`config.mk`:
```
export PLATFORM = sky130hd
export DESIGN_NAME = dit_fft_stream
export DESIGN_NICKNAME = d
export VERILOG_FILES = /design/src/rtl/dit_fft_stream.sv
export SDC_FILE = /design/constraint.sdc
export NUM_CORES = 2
export LEC_CHECK = 0
export ABC_CLOCK_PERIOD_IN_PS = 11900
export CORE_UTILIZATION = 40
export CTS_CLUSTER_DIAMETER = 50
export DETAILED_ROUTE_END_ITERATION = 12
export GPL_TIMING_DRIVEN = 1
export HOLD_SLACK_MARGIN = 0.15
export PLACE_DENSITY = 0.6
export SLEW_MARGIN = 15
export SYNTH_ARGS = -nofsm -noshare
export SYNTH_HDL_FRONTEND = slang
export SYNTH_SLANG_ARGS = --single-unit
```
`constraint.sdc`:
```
create_clock -name clk -period 11.9 [get_ports clk]
set_input_delay 2.38 -clock clk [delete_from_list [all_inputs] [get_ports clk]]
set_output_delay 2.38 -clock clk [all_outputs]
set_load 0.01 [all_outputs]
```
`src/rtl/dit_fft_stream.sv`:
```
`default_nettype none
// +----------------------------------------------------------------------------+
// | Module   : dit_fft_stream                                                  |
// | Purpose  : Streaming radix-2 DIT FFT/IFFT, in-place, one butterfly/clock.  |
// | Revision : 1.0                                                             |
// +----------------------------------------------------------------------------+
module dit_fft_stream #(
    parameter int N         = 8,
    parameter int W         = 16,
    parameter int FRAC      = 12,
    parameter int SCALE_FFT = 0
) (
    input  logic                    clk,
    input  logic                    reset,
    input  logic                    mode,
    input  logic                    in_valid,
    output logic                    in_ready,
    input  logic signed [W-1:0]     in_re,
    input  logic signed [W-1:0]     in_im,
    output logic                    out_valid,
    input  logic                    out_ready,
    output logic signed [W-1:0]     out_re,
    output logic signed [W-1:0]     out_im,
    output logic [$clog2(N)-1:0]    out_idx,
    output logic                    out_last,
    output logic                    busy,
    output logic                    ovf
);

    localparam int c_LOG2N = $clog2(N);
    localparam int c_BFW   = c_LOG2N - 1;
    localparam int c_PW    = 2 * W + 2;
    localparam int c_QMAX  = (1 << (W - 1)) - 1;
    localparam int c_QMIN  = -(1 << (W - 1));
    localparam real c_PI   = 3.14159265358979323846;

    localparam logic [c_LOG2N-1:0]      c_LAST_IDX   = c_LOG2N'(N - 1);
    localparam logic [c_LOG2N-1:0]      c_STAGE_LAST = c_LOG2N'(c_LOG2N - 1);
    localparam logic [c_BFW-1:0]        c_BF_LAST    = {c_BFW{1'b1}};
    localparam logic signed [c_PW-1:0]  c_MAXV       = (c_PW'(1) <<< (W - 1)) - c_PW'(1);
    localparam logic signed [c_PW-1:0]  c_MINV       = ~c_MAXV;

    typedef enum logic [1:0] {
        ST_IDLE    = 2'd0,
        ST_LOAD    = 2'd1,
        ST_COMPUTE = 2'd2,
        ST_UNLOAD  = 2'd3
    } state_t;

    state_t                 r_state;
    logic                   r_mode;
    logic [c_LOG2N-1:0]     r_cnt;
    logic [c_LOG2N-1:0]     r_stage;
    logic [c_BFW-1:0]       r_bf;
    logic signed [W-1:0]    r_mem_re [N];
    logic signed [W-1:0]    r_mem_im [N];

    // Twiddle table: cos and sin of 2*pi*k/N, rounded to nearest at FRAC bits.
    logic signed [W-1:0]    w_cos_tab [N];
    logic signed [W-1:0]    w_sin_tab [N];

    for (genvar k = 0; k < N; k++) begin : g_twiddle
        localparam real c_ANG = 2.0 * c_PI * k / N;
        localparam real c_CR  = $cos(c_ANG) * (1 << FRAC);
        localparam real c_SR  = $sin(c_ANG) * (1 << FRAC);
        localparam int  c_CQ  = (c_CR >= 0.0) ? $rtoi(c_CR + 0.5) : -$rtoi(0.5 - c_CR);
        localparam int  c_SQ  = (c_SR >= 0.0) ? $rtoi(c_SR + 0.5) : -$rtoi(0.5 - c_SR);
        localparam int  c_CS  = (c_CQ > c_QMAX) ? c_QMAX : ((c_CQ < c_QMIN) ? c_QMIN : c_CQ);
        localparam int  c_SS  = (c_SQ > c_QMAX) ? c_QMAX : ((c_SQ < c_QMIN) ? c_QMIN : c_SQ);
        assign w_cos_tab[k] = c_CS[W-1:0];
        assign w_sin_tab[k] = c_SS[W-1:0];
    end

    function automatic logic [c_LOG2N-1:0] bitrev(input logic [c_LOG2N-1:0] v);
        logic [c_LOG2N-1:0] r;
        for (int i = 0; i < c_LOG2N; i++) r[i] = v[c_LOG2N-1-i];
        return r;
    endfunction

    // Returns {saturated_flag, clipped_value}.
    function automatic logic [W:0] saturate(input logic signed [c_PW-1:0] v);
        if (v > c_MAXV)      return {1'b1, c_MAXV[W-1:0]};
        else if (v < c_MINV) return {1'b1, c_MINV[W-1:0]};
        else                 return {1'b0, v[W-1:0]};
    endfunction

    // Butterfly addressing: group base = (j with low s bits cleared) << 1.
    logic [c_LOG2N-1:0] w_bf_ext, w_half, w_mask, w_pos, w_addr_a, w_addr_b, w_tw_idx;

    assign w_bf_ext = {1'b0, r_bf};
    assign w_half   = c_LOG2N'(1) << r_stage;
    assign w_mask   = w_half - c_LOG2N'(1);
    assign w_pos    = w_bf_ext & w_mask;
    assign w_addr_a = ((w_bf_ext & ~w_mask) << 1) | w_pos;
    assign w_addr_b = w_addr_a | w_half;
    assign w_tw_idx = w_pos << (c_LOG2N - 1 - int'(r_stage));

    logic signed [W-1:0]    w_a_re, w_a_im, w_b_re, w_b_im, w_c, w_s;
    logic signed [2*W-1:0]  w_p_rc, w_p_is, w_p_ic, w_p_rs;
    logic signed [c_PW-1:0] w_t_re_full, w_t_im_full, w_t_re, w_t_im;
    logic signed [c_PW-1:0] w_a_re_ext, w_a_im_ext;
    logic signed [c_PW-1:0] w_sum_re, w_sum_im, w_dif_re, w_dif_im;
    logic signed [c_PW-1:0] w_sum_re_s, w_sum_im_s, w_dif_re_s, w_dif_im_s;
    logic [W:0]             w_sat_sr, w_sat_si, w_sat_dr, w_sat_di;
    logic                   w_scale, w_sat_any, w_accept;
    logic [c_LOG2N-1:0]     w_next_idx;

    assign w_a_re = r_mem_re[w_addr_a];
    assign w_a_im = r_mem_im[w_addr_a];
    assign w_b_re = r_mem_re[w_addr_b];
    assign w_b_im = r_mem_im[w_addr_b];
    assign w_c    = w_cos_tab[w_tw_idx];
    assign w_s    = w_sin_tab[w_tw_idx];

    assign w_p_rc = w_b_re * w_c;
    assign w_p_is = w_b_im * w_s;
    assign w_p_ic = w_b_im * w_c;
    assign w_p_rs = w_b_re * w_s;

    // FFT twiddle is c - js; IFFT uses the conjugate c + js.
    assign w_t_re_full = r_mode ? (w_p_rc - w_p_is) : (w_p_rc + w_p_is);
    assign w_t_im_full = r_mode ? (w_p_ic + w_p_rs) : (w_p_ic - w_p_rs);
    assign w_t_re      = w_t_re_full >>> FRAC;
    assign w_t_im      = w_t_im_full >>> FRAC;

    assign w_a_re_ext = w_a_re;
    assign w_a_im_ext = w_a_im;
    assign w_sum_re   = w_a_re_ext + w_t_re;
    assign w_sum_im   = w_a_im_ext + w_t_im;
    assign w_dif_re   = w_a_re_ext - w_t_re;
    assign w_dif_im   = w_a_im_ext - w_t_im;

    assign w_scale    = r_mode || (SCALE_FFT != 0);
    assign w_sum_re_s = w_scale ? (w_sum_re >>> 1) : w_sum_re;
    assign w_sum_im_s = w_scale ? (w_sum_im >>> 1) : w_sum_im;
    assign w_dif_re_s = w_scale ? (w_dif_re >>> 1) : w_dif_re;
    assign w_dif_im_s = w_scale ? (w_dif_im >>> 1) : w_dif_im;

    assign w_sat_sr  = saturate(w_sum_re_s);
    assign w_sat_si  = saturate(w_sum_im_s);
    assign w_sat_dr  = saturate(w_dif_re_s);
    assign w_sat_di  = saturate(w_dif_im_s);
    assign w_sat_any = w_sat_sr[W] | w_sat_si[W] | w_sat_dr[W] | w_sat_di[W];

    assign w_accept   = in_valid && in_ready;
    assign w_next_idx = out_idx + c_LOG2N'(1);

    // Sample memory: never reset, contents are overwritten by each new frame.
    always_ff @(posedge clk) begin
        if (reset) begin
            if (w_accept) begin
                r_mem_re[bitrev(r_cnt)] <= in_re;
                r_mem_im[bitrev(r_cnt)] <= in_im;
            end else if (r_state == ST_COMPUTE) begin
                r_mem_re[w_addr_a] <= w_sat_sr[W-1:0];
                r_mem_im[w_addr_a] <= w_sat_si[W-1:0];
                r_mem_re[w_addr_b] <= w_sat_dr[W-1:0];
                r_mem_im[w_addr_b] <= w_sat_di[W-1:0];
            end
        end
    end

    always_ff @(posedge clk) begin
        if (!reset) begin
            r_state   <= ST_IDLE;
            r_mode    <= 1'b0;
            r_cnt     <= '0;
            r_stage   <= '0;
            r_bf      <= '0;
            in_ready  <= 1'b0;
            out_valid <= 1'b0;
            out_re    <= '0;
            out_im    <= '0;
            out_idx   <= '0;
            out_last  <= 1'b0;
            busy      <= 1'b0;
            ovf       <= 1'b0;
        end else begin
            case (r_state)
                ST_IDLE, ST_LOAD: begin
                    in_ready <= 1'b1;
                    if (w_accept) begin
                        if (r_state == ST_IDLE) begin
                            r_mode <= mode;
                            ovf    <= 1'b0;
                            busy   <= 1'b1;
                        end
                        r_cnt <= r_cnt + c_LOG2N'(1);
                        if (r_cnt == c_LAST_IDX) begin
                            r_state  <= ST_COMPUTE;
                            in_ready <= 1'b0;
                            r_stage  <= '0;
                            r_bf     <= '0;
                        end else begin
                            r_state <= ST_LOAD;
                        end
                    end
                end
                ST_COMPUTE: begin
                    if (w_sat_any) ovf <= 1'b1;
                    if (r_bf == c_BF_LAST) begin
                        r_bf <= '0;
                        if (r_stage == c_STAGE_LAST) begin
                            // Bin 0 is final here: the last butterfly touches only N/2-1 and N-1.
                            r_state   <= ST_UNLOAD;
                            out_valid <= 1'b1;
                            out_re    <= r_mem_re[0];
                            out_im    <= r_mem_im[0];
                            out_idx   <= '0;
                            out_last  <= 1'b0;
                        end else begin
                            r_stage <= r_stage + c_LOG2N'(1);
                        end
                    end else begin
                        r_bf <= r_bf + c_BFW'(1);
                    end
                end
                ST_UNLOAD: begin
                    if (out_ready) begin
                        if (out_last) begin
                            r_state   <= ST_IDLE;
                            out_valid <= 1'b0;
                            out_re    <= '0;
                            out_im    <= '0;
                            out_idx   <= '0;
                            out_last  <= 1'b0;
                            busy      <= 1'b0;
                            in_ready  <= 1'b1;
                        end else begin
                            out_idx  <= w_next_idx;
                            out_re   <= r_mem_re[w_next_idx];
                            out_im   <= r_mem_im[w_next_idx];
                            out_last <= (w_next_idx == c_LAST_IDX);
                        end
                    end
                end
                default: r_state <= ST_IDLE;
            endcase
        end
    end

endmodule
`default_nettype wire

```
Word-level counts from Yosys, hierarchy flattened. Memories as Yosys holds them, arrays and structs flattened. Index checks and enable logic that the tools add are counted.

Register bits: 51. RAM bits: 256. Memory bits (read-only): 256. Input bits: 37. Output and inout port bits: 40. Word-level logic and storage cells: 173. Memories: 4.

Memory list: (name not given) (depth 8, width 16, read ports 1, clocked after memory_dff 0, wr ports 0, line 113) `assign w_s = w_sin_tab[w_tw_idx];`; (name not given) (depth 8, width 16, read ports 1, clocked after memory_dff 0, wr ports 0, line 112) `assign w_c = w_cos_tab[w_tw_idx];`; r_mem_im (depth 8, width 16, read ports 4, clocked after memory_dff 0, wr ports 2, line 56) `logic signed [W-1:0] r_mem_im [N];`; r_mem_re (depth 8, width 16, read ports 4, clocked after memory_dff 0, wr ports 2, line 55) `logic signed [W-1:0] r_mem_re [N];`.

Add/subtract/negate cells: 14. $mul: 4. $lt $le $gt $ge: 9. Equality and inequality tests: 16. Shifts and indexed selects: 2. Mux-type cells: 84. Bitwise operators: 9. Reductions and logical operators: 18.

Operators with widths (number): $mux 16 (14); $mux 17 (8); $mul 16x16->32 (4); $gt 23x16->1 const B (4); $lt 23x16->1 const B (4); $mux 22 (4); $mux 34 (2); $add 32x32->33 (2); $sub 32x32->33 (2); $pmux 16 s2 (2); $add 16x22->23 (2); $sub 16x22->23 (2); $reduce_or 16->1 (2); $shl 3x32->3 (1); $mux 3 (10); $mux 1 (26); $reduce_and 5->1 (4); $mux 2 (9); $ne 2x2->1 const B (7); $pmux 3 s2 (2); $pmux 1 s2 (5); $add 3x1->3 const B (3); $reduce_and 3->1 (3); $reduce_and 4->1 (2); 23 further kinds (32).

Longest topological paths before layout.
Word-level depth: 21. Mapped depth: 62. Depth with buffers taken out: 56.

Worst setup path after synthesis. Ideal clock, no wire load.

Path kind: register to register. From: register r_stage[0]. To: memory r_mem_re[0][2] (data pin). Setup time: 0.277 ns. Arrival time: 12.826 ns. Data required time: 11.623 ns. Setup slack: -1.203 ns. Stages on the path, launching flop included: 57. Path buffers: 8. Clock period less this slack: 13.103 ns. Path through: dfxtp_1 -> inv_1 -> ha_1 -> clkbuf_1 -> nand2b_1 -> buf_2 -> nand2_1 -> nor3_1 -> inv_1 -> clkbuf_1 -> clkbuf_1 -> ha_1 -> nand2b_1 -> o21ai_0 -> clkbuf_1 -> nand2_1 -> fa_1 -> inv_1 -> [21 not listed] -> nor2b_1 -> o21ai_0 -> a21oi_1 -> xnor2_1 -> xnor2_1 -> ha_1 -> clkbuf_1 -> inv_1 -> clkbuf_1 -> nor2_1 -> o311a_1 -> a311oi_1 -> nand4_1 -> o41ai_2 -> clkbuf_1 -> o211ai_1 -> o21ai_1 -> mux2i_1.

RTL lines: start: declaration (line 53) `logic [c_LOG2N-1:0] r_stage;`; start signal: assignment (line 212) `r_stage <= r_stage + c_LOG2N'(1);`; end: declaration (line 55).

Final worst setup path.
From: register r_stage[0]. To: register ovf.

Cells in the longest elaborated chain, start to end: 21. Elaborated cells between the ends (all ways): 57. Classes of those cells: add/sub (10); mul (4); order compare (8); eq/ne (1); shift (2); mux (18); bitwise (9); reduce/logical (1); memory (4).

RTL lines: $shl 1x3->3 (line 91) `assign w_half = c_LOG2N'(1) << r_stage;`; $sub 3x1->3 (line 92) `assign w_mask = w_half - c_LOG2N'(1);`; $and 2x3->3 (line 93) `assign w_pos = w_bf_ext & w_mask;`; $shl 3x32->3 (line 96) `assign w_tw_idx = w_pos << (c_LOG2N - 1 - int'(r_stage));`; $not 3->4 (implied by the code) (line 112, 113); $mem_v2 8x16 (on tied branches); $mux 16 (on tied branches) (2 in series) (line 112, 113); $mul 16x16->32 (on tied branches); [3 not listed]; $mux 22 (on tied branches) (line 134, 135); $lt 23x16->1 (line 83) `else if (v < c_MINV) return {1'b1, c_MINV[W-1:0]};`; $mux 17 (line 83); $mux 17 (line 82) `if (v > c_MAXV) return {1'b1, c_MAXV[W-1:0]};`; $or 1x1->1 (2 in series) (line 143) `assign w_sat_any = w_sat_sr[W] | w_sat_si[W] | w_sat_dr[W] | w_sat_di[W];`; $or 1x1->1 (*) (line 143); $ne 2x2->1 (no line) (*); $reduce_and 4->1 (no line) (*); end signal: assignment (line 177) `ovf <= 1'b0;`; end signal: assignment (line 185) `ovf <= 1'b0;`; end signal: assignment (line 200) `if (w_sat_any) ovf <= 1'b1;`; end: declaration (line 27) `output logic ovf`.

Every way passes the cells marked *; elsewhere a longest branch is shown, timed or not. The select of a mux whose other input is x is not followed. A chain may end at the register's enable or synchronous reset.

==> flow_results.org <==
** Worst setup path
- Along the worst path, the maximum fanout reaches 14.
- CP Launch Type :: flop
- Worst endpoint data arrival time :: 12.55 ns
- R2r startpoint :: r_stage[0]$_SDFFE_PN0P_
- In this run the worst setup path begins at r_stage[0]$_SDFFE_PN0P_.
- Worst setup slack for register-to-register paths :: -0.24 ns
- The most numerous cell type found on the critical path is sky130_fd_sc_hd__buf_4.
- The number of cells on the worst reg-to-reg path is 51.
- Following the worst setup path forward leads to its endpoint at ovf$_SDFFE_PN0P_.
- Longest individual stage delay on the worst path :: 0.60 ns
- Element type at the critical path end :: flop
- Among all stages on the critical path, the largest delay is contributed by sky130_fd_sc_hd__or4_4.
- Critical path required time :: 12.31 ns
- The critical path in this run is classified as flop to flop.
- The worst register-to-register path ends at ovf$_SDFFE_PN0P_.

** Die
- The die is 367 um wide.
- Floorplan die area :: 135000 sq um
- The initial utilization of the core area, before any placement, comes to 0.404.
- In this run the core area contains 133 standard-cell rows.
- Vert. Die Dim :: 367 um
- In this run the standard cell core region covers 132000 sq um.
- Pin placement for this block handled 77 I/O pins.

** Run status
- Result of the run :: finished, violations left
- The checks that failed: negative setup slack.

** Clock network
- Number of H-tree branching levels :: 2
- Clock-pin slew was measured on the worst setup and hold paths at 0.06 ns.
- Clock tree from TritonCTS :: built
- CTS saw 307 sinks.
- Counting along the longest clock path gives a buffer depth of 3.
- For the worst-skew pair, the clock arrives at the later sink with an insertion delay of 0.55 ns.
- The tree is rooted in a sky130_fd_sc_hd__clkbuf_16.
- Buffers inserted during clock tree synthesis total 34.

** Timing
- Setup violations, final :: 212
- Actual transition at the worst max-transition pin :: 1.19 ns
- Headroom to the max-slew limit came out at 0.198.
- Aggregate negative setup slack :: -23.29 ns
- Number of max-slew violations in the final report :: 0
- Across all setup checks in the final design, the least slack found is -0.240 ns.
- Final clock period utilization by the worst path :: 1.02
- Final Hold Fails :: 0
- Setup repair after global routing could not meet its margin everywhere.
- Fmax :: 82.4 MHz
- Between clock sinks in the finished design, the worst skew comes to 0.0215 ns.
- Post-layout min period :: 12.14 ns

** Synthesis
- The share of synthesized area in the top cell type comes to 0.263.
- The average instance in the mapped netlist occupies 9.41 sq um.
- Leading post-synthesis cells by cell area :: sky130_fd_sc_hd__fa_1, sky130_fd_sc_hd__edfxtp_1, sky130_fd_sc_hd__ha_1
- In this run, distinct cell masters in the synthesized netlist total 89.
- Counting flops with a built-in enable in the synthesized netlist gives 256.
- Post-Synthesis Cells :: 5663
- Mapped cell area :: 53300 sq um
- For this run, the number of Yosys warnings is 0.
- Among all flip-flop cells after synthesis, the most frequent one is sky130_fd_sc_hd__edfxtp_1.
- Yosys top cell by area :: sky130_fd_sc_hd__fa_1
- Synthesis inferred 307 register bits.
- Async set-or-reset flop fraction in the synthesized netlist :: 0
- Of the synthesized area, sequential elements account for 0.163.

** Layout
- In the layout the commonest cells are sky130_fd_sc_hd__buf_4, sky130_fd_sc_hd__inv_1, sky130_fd_sc_hd__fa_1.
- Share of post-route cells with drive strength above 1 :: 0.255
- # nets final :: 7961
- Growth of design area from synthesis to finish :: 28.1%
- Leaving out fill and tap cells, the most frequent cell in the layout is sky130_fd_sc_hd__buf_4.

** Global route
- Entering global routing, the biggest net connects 69 pins.
- Via count of the first global-routing pass :: 48.6k
- In the global route stage, overall resource usage came out at 0.271.
- The number of antenna violations at the first check in global routing is 1.
- For this run the aggregate overflow at the end of global routing stands at 0.
- The first global-routing pass estimated 283000 um of wire.

** Flow run
- Number of maximum-capacitance violations :: 0

** Detailed routing
- Final routed wirelength across all metal layers :: 184000 um
- Total number of vias :: 47.3k
- The count of nets left with antenna violations once routing finished came out at 0.
- The first routing iteration left 4901 violations.
- In the routed layout, each cell is associated on average with a via count of 5.55.
- After detailed routing, the average wire length per cell comes to 21.6 um.
- Total iterations of the first detailed-routing run :: 8
- For this run, design rule violations remaining after detail routing come to 0.

** Placed design
- Detailed placement finished with a half-perimeter wire length of 144000 um.
- Buffers placed on the I/O ports in this run total 76.
- Routability-driven placement finished with a final weighted congestion of 0.955.
- Worst setup slack after placement :: -0.994 ns

** Power
- Leak Pwr :: 0.0320 uW
- Power comes to 16100 uW.
- Total power divided by cell area :: 235 nW/um^2
- Across the VDD grid, the largest voltage drop is 0.475 mV.

** Worst hold path
- Worst hold path class :: flop to flop
[where the power goes]
part | internal (uW) | total, uW | leakage (uW) | switching (uW)
registers | 1170 | 1180 | 0.00272 | 6.90
logic | 6240 | 13800 | 0.0287 | 7510
clock network | 649 | 1130 | 0.000561 | 480
total | 8060 | 16100 | 0.0320 | 8000
[state kept, by name, indices dropped and copies added, names as in the netlist]
| signal | flops |
|---|---|
| r_cnt | 3 |
| out_idx | 3 |
| busy | 1 |
| in_ready | 1 |
| out_im | 16 |
| r_mem_im | 128 |
| ovf | 1 |
| r_mem_re | 128 |
| r_bf | 2 |
| out_valid | 1 |
| r_stage | 3 |
| out_last | 1 |
| r_mode | 1 |
| out_re | 16 |
| r_state | 2 |
[area by class of cell]
type,instances,area [sq um]
inverter,863,3250
sequential,307,8720
antenna,1,2.50
timing repair buffer,1190,9900
tap,1755,2200
fill,12000,63600
clock buffer,47,982
multi-input combinational,4353,43000
clock inverter,14,166
[kinds of logic (layout without fill, tap and decap cells)]
family	count (synthesis)	count (layout)	synth area share
adder cells (fa/ha/maj)	1175	1175	0.375
buffers and inverters	1121	2114	0.0794
XOR/XNOR	255	255	0.0419
flip-flops	307	307	0.163
other	2	120	0.000141
multiplexers	281	281	0.0769
AO/OA/AOI/OAI	989	990	0.132
AND/OR/NAND/NOR	1533	1533	0.131
[cells in the mapped netlist (84+ instances only)]
cell type / instances
sky130_fd_sc_hd__mux4_2: 102
sky130_fd_sc_hd__nand3_1: 168
sky130_fd_sc_hd__clkbuf_1: 204
sky130_fd_sc_hd__edfxtp_1: 256
sky130_fd_sc_hd__nor3_1: 84
sky130_fd_sc_hd__nand2_1: 477
sky130_fd_sc_hd__inv_1: 863
sky130_fd_sc_hd__o21ai_0: 139
sky130_fd_sc_hd__a21oi_1: 184
sky130_fd_sc_hd__mux2i_1: 173
sky130_fd_sc_hd__ha_1: 475
sky130_fd_sc_hd__fa_1: 700
sky130_fd_sc_hd__xnor2_1: 186
sky130_fd_sc_hd__nor2_1: 462
[per-stage QoR]
step | hold slack, ns | cells | area (sq um) | util
2_1_floorplan | 0.470 | 5780 | 54200 | -
3_3_place_gp | 0.452 | 8402 | 64800 | 0.491
3_5_place_dp | 0.455 | 8402 | 64800 | 0.491
4_1_cts | 0.463 | 8501 | 67200 | 0.510
5_1_grt | 0.482 | 8529 | 68200 | 0.518
6_report | 0.460 | 8530 | 68200 | 0.518
[layer usage]
| metal | global-route usage | vias up | part of all wire |
|---|---|---|---|
| met1 | 0.362 | 23300 | 0.41 |
| met5 | 0 | - | 0.00015 |
| met4 | 0.111 | 4 | 0.050 |
| met3 | 0.0441 | 499 | 0.084 |
| met2 | 0.437 | 2103 | 0.46 |
| li1 | - | 21400 | - |
[worst max-delay path, delay by kind of cell (launching register included)]
family	cells	cell delay, ns
AOI/OAI and AO/OA	13	2.48
xor gates and xnor gates	2	0.41
adders and majority gates	10	3.86
buffers and inverters	13	1.93
DFF	1	0.38
and+or+nand+nor	13	2.90
[repair_timing]
action,CTS,global route
buffers inserted,42,29
hold buffers,0,0
resized for setup,206,181
setup endpoints to repair,257,257
pin swaps,104,92
cloned,2,1
[worst min-delay path by stage]
| stage | slack (ns) | end | cells after the start | from |
|---|---|---|---|---|
| 5_1_grt | 0.48 | out_valid$_SDFFE_PN0P_ | 2 | out_valid$_SDFFE_PN0P_ |
| 3_5_place_dp | 0.46 | out_valid$_SDFFE_PN0P_ | 2 | out_valid$_SDFFE_PN0P_ |
| 4_1_cts | 0.46 | out_valid$_SDFFE_PN0P_ | 2 | out_valid$_SDFFE_PN0P_ |
| 2_1_floorplan | 0.47 | out_valid$_SDFFE_PN0P_ | 2 | out_valid$_SDFFE_PN0P_ |
| 3_3_place_gp | 0.45 | out_valid$_SDFFE_PN0P_ | 2 | out_valid$_SDFFE_PN0P_ |
| 6_report | 0.46 | out_valid$_SDFFE_PN0P_ | 2 | out_valid$_SDFFE_PN0P_ |
(Power assumes the default switching activity.)
